$ cat src/rtl/fadd_sched.sv
// Shares one pipelined FP adder between two requesters with round-robin arbitration.
// A {valid,id,tag} tracking pipe runs alongside the adder so each result returns to its issuer.
module fadd_sched #(
  parameter int LATENCY = 7,
  parameter int TAG_W   = 5
) (
  input  logic             clk,
  input  logic             rst_n,
  input  logic             stall,
  input  logic             req0_valid,
  output logic             req0_ready,
  input  logic [31:0]      req0_a,
  input  logic [31:0]      req0_b,
  input  logic             req0_sub,
  input  logic             req0_neg,
  input  logic [TAG_W-1:0] req0_tag,
  input  logic             req1_valid,
  output logic             req1_ready,
  input  logic [31:0]      req1_a,
  input  logic [31:0]      req1_b,
  input  logic             req1_sub,
  input  logic             req1_neg,
  input  logic [TAG_W-1:0] req1_tag,
  output logic             add_clken,
  output logic [31:0]      add_ope1,
  output logic [31:0]      add_ope2,
  output logic             add_is_sub,
  output logic             add_is_neg,
  input  logic [31:0]      add_q,
  output logic             rsp_valid,
  output logic             rsp_id,
  output logic [TAG_W-1:0] rsp_tag,
  output logic [31:0]      rsp_data,
  output logic [3:0]       inflight,
  output logic             idle
);

  logic               gnt_any, gnt_id, accept, retire;
  logic               rr_ptr_q, rr_ptr_d;
  logic [LATENCY-1:0] stg_vld_q, stg_vld_d;
  logic [LATENCY-1:0] stg_id_q, stg_id_d;
  logic [TAG_W-1:0]   stg_tag_q [LATENCY];
  logic [TAG_W-1:0]   stg_tag_d [LATENCY];
  logic [3:0]         inflight_q, inflight_d;

  always_comb begin
    gnt_any = req0_valid | req1_valid;
    gnt_id  = req1_valid & (~req0_valid | rr_ptr_q);
    accept  = gnt_any & ~stall;
    retire  = stg_vld_q[LATENCY-1] & ~stall;
    // ready is also held low while rst_n is asserted, even if requests are pending
    req0_ready = req0_valid & ~gnt_id & ~stall & rst_n;
    req1_ready = gnt_id & ~stall & rst_n;
    add_clken  = ~stall;
    add_ope1   = gnt_id ? req1_a   : req0_a;
    add_ope2   = gnt_id ? req1_b   : req0_b;
    add_is_sub = gnt_id ? req1_sub : req0_sub;
    add_is_neg = gnt_id ? req1_neg : req0_neg;
  end

  always_comb begin
    rr_ptr_d = rr_ptr_q;
    if (accept && req0_valid && req1_valid) rr_ptr_d = ~gnt_id;
    stg_vld_d = stg_vld_q;
    stg_id_d  = stg_id_q;
    stg_tag_d = stg_tag_q;
    if (!stall) begin
      stg_vld_d[0] = accept;
      stg_id_d[0]  = gnt_id;
      stg_tag_d[0] = gnt_id ? req1_tag : req0_tag;
      for (int k = 1; k < LATENCY; k++) begin
        stg_vld_d[k] = stg_vld_q[k-1];
        stg_id_d[k]  = stg_id_q[k-1];
        stg_tag_d[k] = stg_tag_q[k-1];
      end
    end
    inflight_d = inflight_q + {3'b000, accept} - {3'b000, retire};
  end

  always_ff @(posedge clk or negedge rst_n) begin
    if (!rst_n) begin
      rr_ptr_q   <= 1'b0;
      stg_vld_q  <= '0;
      stg_id_q   <= '0;
      inflight_q <= '0;
    end else begin
      rr_ptr_q   <= rr_ptr_d;
      stg_vld_q  <= stg_vld_d;
      stg_id_q   <= stg_id_d;
      inflight_q <= inflight_d;
    end
  end

  for (genvar gi = 0; gi < LATENCY; gi++) begin : g_tag
    always_ff @(posedge clk or negedge rst_n) begin
      if (!rst_n) stg_tag_q[gi] <= '0;
      else        stg_tag_q[gi] <= stg_tag_d[gi];
    end
  end

  assign rsp_valid = retire;
  assign rsp_id    = stg_id_q[LATENCY-1];
  assign rsp_tag   = stg_tag_q[LATENCY-1];
  assign rsp_data  = add_q;
  assign inflight  = inflight_q;
  assign idle      = (inflight_q == 4'd0) & ~req0_valid & ~req1_valid;

endmodule
$ cat config.mk
export PLATFORM = sky130hd
export DESIGN_NAME = fadd_sched
export DESIGN_NICKNAME = d
export VERILOG_FILES = /design/src/rtl/fadd_sched.sv
export SDC_FILE = /design/constraint.sdc
export NUM_CORES = 1
export LEC_CHECK = 0
export BUFFER_PORTS_ARGS = -buffer_cell sky130_fd_sc_hd__buf_4
export CORE_AREA = 2 2 114 116
export DETAILED_ROUTE_END_ITERATION = 10
export DIE_AREA = 0 0 116 118
export GPL_TIMING_DRIVEN = 0
export PLACE_DENSITY = 0.7
export SLEW_MARGIN = 10
export SYNTH_ARGS = -nofsm -noshare
export SYNTH_HDL_FRONTEND = slang
export SYNTH_SLANG_ARGS = --single-unit
export TNS_END_PERCENT = 50
$ cat constraint.sdc
create_clock -name clk -period 2.55 [get_ports clk]
set_input_delay 0.1275 -clock clk [delete_from_list [all_inputs] [get_ports clk]]
set_output_delay 0.1275 -clock clk [all_outputs]
set_load 0.01 [all_outputs]
==> qor.yml, run 1 <==
status: "complete, no violations"
crit_path_end_kind: "primary output"
internal-power_w: 0.002566
syn_to_final_growth_pct: 70.28
period_minus_slack_ps: 1953
cpMostUsedCell: "buf_6"
yosys.cell_types.count: 29
synth_area_leaders: "dfrtp_1, mux2_2, buf_4"
fin_worst_skew_ps: 3.833
slowest_stage: "dfrtp_1"
arrival_ps: 1830
syn_inst: 264
drc: 0
synth.yosys.warnings: 0
antenna_found_initial: 0
gp_congestion: 0.9010
first_pass_iters: 4
synth_edf_count: 0
required_ps: 2420
finalSetupTns_ps: 0
vias_per_cell: 4.259
maxSlewViolCount: 0
hpwl_um: 11280
syn_area_um2: 3317
final_layout_size_suffix_gt1_share_pct: 79.85
max_freq_mhz: 512.1
seq_power_share_pct: 34.9
cts_hold_buf: 1
htreeDepth: 2
setup_viol: 0
maxSlewHeadroom_pct: 55.82
die_h_um: 118
rsz0062_at_grt: "no"
startpoint_type: "flop"
fin_nets: 715
worst_slew_pin_slew_ps: 662.7
synth-seq-area-share_pct: 40.74
rr_endpoint: "inflight[3]"
p_comb_share_pct: 45.3
grt.total_usage_pct: 18.24
r2r_slack_ps: 790
grt_pass1_vias: 3213
timing.final.crit_share_pct: 76.57
drt-total-wl_um: 12960
ant_nets: 0
r2r-start: "stg_vld_q[6]"
vias: 2998
grt_start_max_net_pins: 57
switchingPower_w: 0.001079
synth_nets: 449
hold_ws_ps: 129.0
cts.reportedPaths.clkPinSlew_ps: 60
critPathKind: "flop to primary output"
worstPathCellList: "nand2b_4, nand2_4, buf_6, buf_6, mux2_4, buf_4"
io_pins: 292
clock-sinks: 54
start_util_pct: 26.72
die_area_um2: 13690
clock_latency_ps: 280
peakVddDrop_v: 0.0003204
syn_area_per_cell_um2: 12.56
min_path_type: "input pin to flop"
cp_max_fo: 10
powerDensity_nw_per_um2: 645.4
cts_buffers: 5
cts_tree: "done"
yosysMostFrequentCell: "mux2_2"
setup.worst_path.start: "rr_ptr_q"
p_clk_share_pct: 19.7
drt_iter0_markers: 136
hold_viol: 0
wl_per_cell_um: 18.41
slowest_delay_ps: 400
postSynth.asyncResetShare_pct: 100.0
portBuffers: 258
rr_worst_depth: 7
grt-ovfl-total: 0
std_cell_rows: 41
synth_top_area_share_pct: 40.74
synthTopCellsByCount: "mux2_2, dfrtp_1, buf_4"
clockRootBuffer: "clkbuf_16"
power_leakage_nw: 2.824
drv_cap: 0
swShare_pct: 29.60
synth_top_cell_by_area: "dfrtp_1"
endpoint: "add_ope2[24]"
die_w_um: 116
post_cts_resized: 0
clock_path_buffers: 2
synth-seq-cells: 54
post_cts_buffers: 0
grt_pass1_wl_um: 18750
core_um2: 12410
synth_top_flop_cell: "dfrtp_1"
cell families (layout without fill, tap and decap cells):
kind of cell | Yosys count | count (layout) | share of synthesized area [%]
AOI/OAI and AO/OA | 21 | 21 | 3.999
xor gates and xnor gates | 3 | 3 | 0.7923
adders and majority gates | 6 | 6 | 2.490
buffers and inverters | 61 | 328 | 12.30
DFF | 54 | 54 | 40.74
muxes | 107 | 107 | 37.12
other | 0 | 1 | 0
and+or+nand+nor | 12 | 12 | 2.565
layer usage:
layer / global-route usage [%] / up-vias / share of wire (%)
met5: 0 / - / 0
met4: 3.497 / 0 / 1.1
met3: 5.819 / 10 / 9.0
met2: 29.02 / 119 / 48
met1: 24.38 / 1438 / 42
li1: - / 1431 / -
worst min-delay path by stage:
stage                startpoint            end  slack (ps)  cells after the start
finish              req0_tag[1]  stg_tag_q[31]         130                      3
global route        req0_tag[0]  stg_tag_q[30]         140                      3
CTS                 req0_tag[1]  stg_tag_q[31]         130                      3
detailed placement        rst_n  stg_tag_q[14]         210                      1
global placement          rst_n     rsp_tag[4]         200                      1
floorplan                 rst_n    inflight[0]        -170                      0
area by class of cell:
type	count	area, µm²
Antenna cell	1	2.502
Buffer	51	370.4
Clock buffer	8	166.4
Fill cell	1189	6766
Inverter	10	37.54
Multi-Input combinational cell	149	1558
Sequential cell	54	1351
Tap cell	172	215.2
Timing Repair Buffer	259	1947
sequential cells by signal, summed over array words and instances (netlist names):
name,cells
inflight,4
stg_vld_q,7
stg_id_q,7
rsp_tag,5
rr_ptr_q,1
stg_tag_q,30
worst max-delay path: cells and delay by family (launching register included):
family	cells	cell delay, ps
DFF	1	400
muxes	1	320
and+or+nand+nor	2	330
buffers and inverters	3	490
through the flow:
stage | instance area, µm² | worst slack (ps) | cells | power (W) | utilization, %
CTS | 5645 | 566.7 | 703 | 0.003684 | 45.47
detailed placement | 5469 | 582.1 | 694 | 0.002960 | 44.05
floorplan | 3317 | 724.8 | 264 | 0.002174 | -
finish | 5648 | 597.4 | 704 | 0.003645 | 45.49
global route | 5645 | 513.1 | 703 | 0.003869 | 45.47
global placement | 5469 | 606.7 | 694 | 0.002910 | 44.05
power groups by stage:
| stage | Combinational, W | Clock [W] | Sequential, W |
|---|---|---|---|
| after global placement | 0.00164 | 0 | 0.00127 |
| after CTS | 0.00168 | 0.000732 | 0.00127 |
| after detailed placement | 0.00167 | 0 | 0.00129 |
| after global routing | 0.00180 | 0.000764 | 0.00131 |
| after floorplan | 0.000912 | 0 | 0.00126 |
| final | 0.00165 | 0.000719 | 0.00127 |
placed cells by master (no fill, tap or decap):
cell	Yosys	layout
and3_1	1	1
clkbuf_16	0	5
clkbuf_8	0	3
a2bb2oi_1	5	5
diode_2	0	1
and4_1	1	1
dfrtp_1	54	54
xnor2_1	1	1
fa_1	1	1
clkbuf_1	1	1
clkinv_1	1	1
a21oi_1	2	2
nand2_1	2	2
nand2b_4	1	1
a21o_1	1	1
buf_6	2	2
nor4_1	1	1
buf_2	5	5
nor2b_1	2	2
xor2_1	2	2
inv_1	9	9
nand2_4	1	1
nor3_1	1	1
and2_1	1	1
o21ai_0	8	8
nor3b_1	1	1
mux2_4	7	7
buf_1	1	1
ha_1	5	5
buf_4	42	300
dlygate4sd3_1	0	1
mux2_2	100	100
a31oi_1	5	5
(Power assumes the default switching activity.)
==> inputs of run 2 (changes only) <==
CORE_AREA = 2 2 113 115   (was 2 2 114 116)
DIE_AREA = 0 0 115 117   (was 0 0 116 118)
PLACE_DENSITY = 0.73   (was 0.7)
clock period = 1.57 ns   (was 2.55 ns; I/O delays follow)
==> run 2 against run 1 <==
- the flow now finishes with violations (negative hold slack, negative setup slack)
- sequential cell count did not move
- register-to-register slack worse by 870 ps
- routed wire length is 17% higher
- sequential share of layout area fell by 0.87 points
- worst hold slack worse by 300 ps
- highest routed layer unchanged
==> qor.yml, run 2 (same netlist as run 1, synthesis figures left out) <==
status: "complete, but fails checks"
violations: "negative hold slack, negative setup slack"
hold_ws_ps: -173.3
top_register: "stg_tag_q"
vias: 3119
portBuffers: 258
clock_path_buffers: 2
clock_latency_ps: 290
first_pass_iters: 5
htreeDepth: 2
startpoint_type: "flop"
layoutNonFillerInstCount: 688
period_minus_slack_ps: 1743
start_util_pct: 26.94
timing.final.crit_share_pct: 111.0
hpwl_um: 13110
maxSlewViolCount: 0
worstPathCellList: "nand2b_4, nand2_8, buf_12, buf_12, mux2_4, buf_6"
drt-total-wl_um: 15200
seqCellArea_um2: 1351
final_cell_mix: "buf_4, mux2_2, dfrtp_1, buf_6, mux2_4"
required_ps: 1490
min_path_type: "input pin to async pin"
critPathTopFamily: "flip-flops"
cts_buffers: 5
critical_path_buf_inv_count: 3
dp_cells: 672
fin_worst_skew_ps: 6.261
layout.cells.most_common: "buf_4"
gp_congestion: 0.7986
die_area_um2: 13460
final_util_pct: 47.60
drc: 0
final_layout_size_suffix_gt1_share_pct: 82.34
power_leakage_nw: 2.934
grt_pass1_vias: 3157
clockRootBuffer: "clkbuf_16"
antenna_found_initial: 0
reg_top3: "stg_tag_q: 30 flops, stg_id_q: 7 flops, stg_vld_q: 7 flops"
grt_start_max_net_pins: 57
setup_ws_ps: -173.2
fin_nets: 722
r2r-start: "stg_vld_q[6]"
ant_nets: 0
r2r_slack_ps: -80
max_freq_mhz: 573.7
powerDensity_nw_per_um2: 1074
worst_slew_pin_slew_ps: 658.7
rsz0062_at_grt: "yes"
nFillCells: 1145
std_cell_rows: 41
cp_max_fo: 6
rr_endpoint: "inflight[3]"
die_h_um: 117
wl_per_cell_um: 22.09
die_w_um: 115
drt_iter0_markers: 88
vias_per_cell: 4.533
grt-ovfl-total: 0
peakVddDrop_v: 0.0005152
hold_viol: 54
cts.reportedPaths.clkPinSlew_ps: 70
core_um2: 12310
slowest_stage: "dfrtp_1"
io_pins: 292
slowest_delay_ps: 380
grt_pass1_wl_um: 20150
crit_path_end_kind: "primary output"
total_power_w: 0.006295
multi_input_area_um2: 1637
maxSlewHeadroom_pct: 56.09
clock-sinks: 54
finalSetupTns_ps: -8708
cpMostUsedCell: "buf_12"
largest_register_ffs: 30
setup_viol: 68
rr_worst_depth: 8
critPathKind: "flop to primary output"
grt.total_usage_pct: 21.14
drv_cap: 0
diodes: 0
syn_to_final_growth_pct: 76.69
arrival_ps: 1660
cts_tree: "done"
-- run 2: cell types whose count changed in the layout (fill, tap and decap cells not counted), moves of 2 or more --
cell,before,now
buf_12,0,3
buf_4,300,288
buf_6,2,19
clkbuf_8,3,1
clkinv_2,0,2
ha_1,5,3
ha_4,0,2
inv_1,9,6
inv_2,0,2
mux2_2,100,93
mux2_4,7,14
-- run 2: repair_timing --
action | in CTS | in global routing
resized for setup | 37 | 7
setup endpoints to repair | 71 | 71
gates cloned | 1 | 0
endpoints found under the hold margin | 54 | 54
buffers inserted | 4 | 3
pin swaps | 5 | 2
-- run 2: power by group --
| part | total (W) | internal [W] | switching (W) |
|---|---|---|---|
| sequential | 0.00208 | 0.00183 | 0.000249 |
| combinational | 0.00310 | 0.00186 | 0.00124 |
| clock | 0.00111 | 0.000632 | 0.000480 |
-- run 2: stage by stage --
| stage | worst slack, ps | area, µm² |
|---|---|---|
| after floorplan | -37.45 | 3332 |
| after global placement | -317.8 | 5456 |
| after detailed placement | -354.3 | 5456 |
| after CTS | -188.4 | 5823 |
| after global routing | -220.2 | 5861 |
| final | -173.2 | 5861 |
-- run 2: routing by layer --
layer	global-route usage, %	wire [µm]
met1	22.08	4864
met2	37.88	8184
met3	10.87	1844
met4	5.141	301
met5	0	0
-- run 2: worst register-to-register path: cells and delay by family, from the launching register on --
| family | cells | cell delay [ps] |
|---|---|---|
| adders and majority gates | 2 | 420 |
| DFF | 1 | 380 |
| AOI/OAI and AO/OA | 2 | 310 |
| xor gates and xnor gates | 1 | 160 |
| buffers and inverters | 2 | 150 |
| and+or+nand+nor | 1 | 140 |
-- run 2: area by class of cell --
| type | instances | share of cell area [%] |
|---|---|---|
| flip-flops and latches | 54 | 23.06 |
| well taps | 150 | 3.202 |
| plain buffers | 51 | 7.003 |
| clock inverters | 2 | 0.2135 |
| multi-input cells | 149 | 27.92 |
| clock buffers | 6 | 2.370 |
| inverters | 10 | 0.7045 |
| repair buffers | 266 | 35.53 |
-- run 2: worst max-delay path by stage --
stage                 start            to  cells past startpoint
6_report           rr_ptr_q  add_ope2[31]                      6
5_1_grt            rr_ptr_q  add_ope2[31]                      6
4_1_cts            rr_ptr_q  add_ope2[31]                      6
3_5_place_dp     req1_valid   inflight[2]                      9
3_3_place_gp     req1_valid   inflight[2]                      9
2_1_floorplan  stg_vld_q[6]   inflight[2]                      7
==> inputs of run 3 (changes only) <==
RECOVER_POWER = 50   (was not set)
==> run 3 against run 2 <==
- the run still ends with negative hold slack, negative setup slack left
- clock power about the same
- power is 0.43% lower
- critical path depth unchanged
- setup slack worse by 0.94 ps
- sequential power barely moved
- design area down 1.3%
- via count fell by 0.45%
- cell count is the same
- largest cell class unchanged
==> qor.yml, run 3 (same netlist as run 1, synthesis figures left out) <==
internal-power_w: 0.004299
swShare_pct: 31.41
grt_pass1_vias: 3157
p_comb_share_pct: 49.1
drv_cap: 0
r2r-start: "stg_vld_q[6]"
drt-total-wl_um: 15190
nFillCells: 1170
vias: 3105
p_clk_share_pct: 17.7
final_layout_size_suffix_gt1_share_pct: 78.44
drc: 0
die_area_um2: 13460
rr_endpoint: "inflight[3]"
rr_worst_depth: 8
multi_input_area_um2: 1637
fin_worst_skew_ps: 6.149
power_leakage_nw: 2.858
rsz0062_at_grt: "yes"
portBuffers: 258
cts_buffers: 5
drt_iter0_markers: 90
setup_ws_ps: -174.1
required_ps: 1490
grt.total_usage_pct: 21.14
clockRootBuffer: "clkbuf_16"
slowest_delay_ps: 380
io_pins: 292
hpwl_um: 13110
cp_max_fo: 6
first_pass_iters: 4
period_minus_slack_ps: 1744
top_register: "stg_tag_q"
start_util_pct: 26.94
syn_to_final_growth_pct: 74.31
cts_tree: "done"
core_um2: 12310
clock_latency_ps: 290
vias_per_cell: 4.513
htreeDepth: 2
min_path_type: "input pin to async pin"
grt_pass1_wl_um: 20150
gp_congestion: 0.7986
worstPathCellList: "nand2b_4, nand2_8, buf_12, buf_12, mux2_4, buf_6"
max_freq_mhz: 573.3
seq_power_share_pct: 33.2
antenna_found_initial: 0
cts.reportedPaths.clkPinSlew_ps: 70
setup_viol: 68
crit_path_end_kind: "primary output"
worst_slew_pin_slew_ps: 658.6
layout.cells.most_common: "buf_4"
peakVddDrop_v: 0.0005148
seqCellArea_um2: 1351
final_cell_mix: "buf_4, mux2_2, dfrtp_1, clkbuf_1, buf_6"
fin_nets: 722
largest_register_ffs: 30
wl_per_cell_um: 22.07
cpMostUsedCell: "buf_12"
grt-ovfl-total: 0
die_w_um: 115
powerDensity_nw_per_um2: 1084
status: "complete, but fails checks"
finalSetupTns_ps: -8728
arrival_ps: 1670
hold_ws_ps: -173.3
switchingPower_w: 0.001968
reg_top3: "stg_tag_q: 30 flops, stg_id_q: 7 flops, stg_vld_q: 7 flops"
dp_cells: 672
place_ws_ps: -354.3
grt_start_max_net_pins: 57
r2r_slack_ps: -70
hold_viol: 54
diodes: 0
die_h_um: 117
startpoint_type: "flop"
clock_path_buffers: 2
layoutNonFillerInstCount: 688
timing.final.crit_share_pct: 111.1
maxSlewViolCount: 0
clock-sinks: 54
slowest_stage: "dfrtp_1"
violations: "negative hold slack, negative setup slack"
std_cell_rows: 41
critPathKind: "flop to primary output"
ant_nets: 0
maxSlewHeadroom_pct: 56.09
==> run 3: changes by cell type in the layout (fill, tap and decap cells not counted), sizes merged <==
cell / delta
buf: -21
clkbuf: +21
==> run 3: layout make-up <==
cell class              instances  share of cell area (%)
repair buffers                266                   34.65
multi-input cells             149                   28.31
flip-flops and latches         54                   23.37
plain buffers                  51                   7.098
well taps                     150                   3.246
clock buffers                   6                   2.402
inverters                      10                  0.7141
clock inverters                 2                  0.2164
==> run 3: worst max-delay path by stage <==
stage | slack [ps] | from | cells past startpoint | end
floorplan | -40 | stg_vld_q[6] | 7 | inflight[2]
detailed placement | -350 | req1_valid | 9 | inflight[2]
CTS | -190 | rr_ptr_q | 6 | add_ope2[31]
global route | -220 | rr_ptr_q | 6 | add_ope2[31]
finish | -170 | rr_ptr_q | 6 | add_ope2[31]
global placement | -320 | req1_valid | 9 | inflight[2]
==> run 3: worst max-delay path: cells and delay by family, from the launching register on <==
kind                   cells  cell delay (ps)
and+or+nand+nor            2              270
DFF                        1              380
muxes                      1              330
buffers and inverters      3              380
==> run 3: repair_timing <==
item | in CTS | in global routing
hold endpoints to repair | 54 | 54
setup buffers | 4 | 3
resized for setup | 37 | 7
pin swaps | 5 | 2
endpoints found under the setup margin | 71 | 71
gates cloned | 1 | 0
==> run 3: power by group through the flow <==
stage,sequential [W],clock (W),combinational (W)
floorplan,0.00205,0,0.00149
global placement,0.00206,0,0.00273
detailed placement,0.00210,0,0.00280
CTS,0.00208,0.00112,0.00305
global route,0.00213,0.00117,0.00333
finish,0.00208,0.00111,0.00308
==> run 3: metal layers <==
metal  vias to the layer above  GRT usage (%)  wire length (µm)
met1                      1518          22.08              4866
li1                       1437              -                 -
met4                         0          5.141               342
met5                         -              0                 0
met3                        18          10.87              1869
met2                       132          37.88              8107
==> run 3: per-stage QoR <==
step | hold slack (ps) | utilization [%] | area, µm² | total power [W]
after floorplan | -217.1 | - | 3332 | 0.003542
after global placement | 151.5 | 44.32 | 5456 | 0.004794
after detailed placement | 157.5 | 44.32 | 5456 | 0.004901
after CTS | -149.3 | 47.30 | 5823 | 0.006246
after global routing | -122.1 | 46.96 | 5782 | 0.006626
final | -173.3 | 46.96 | 5782 | 0.006267
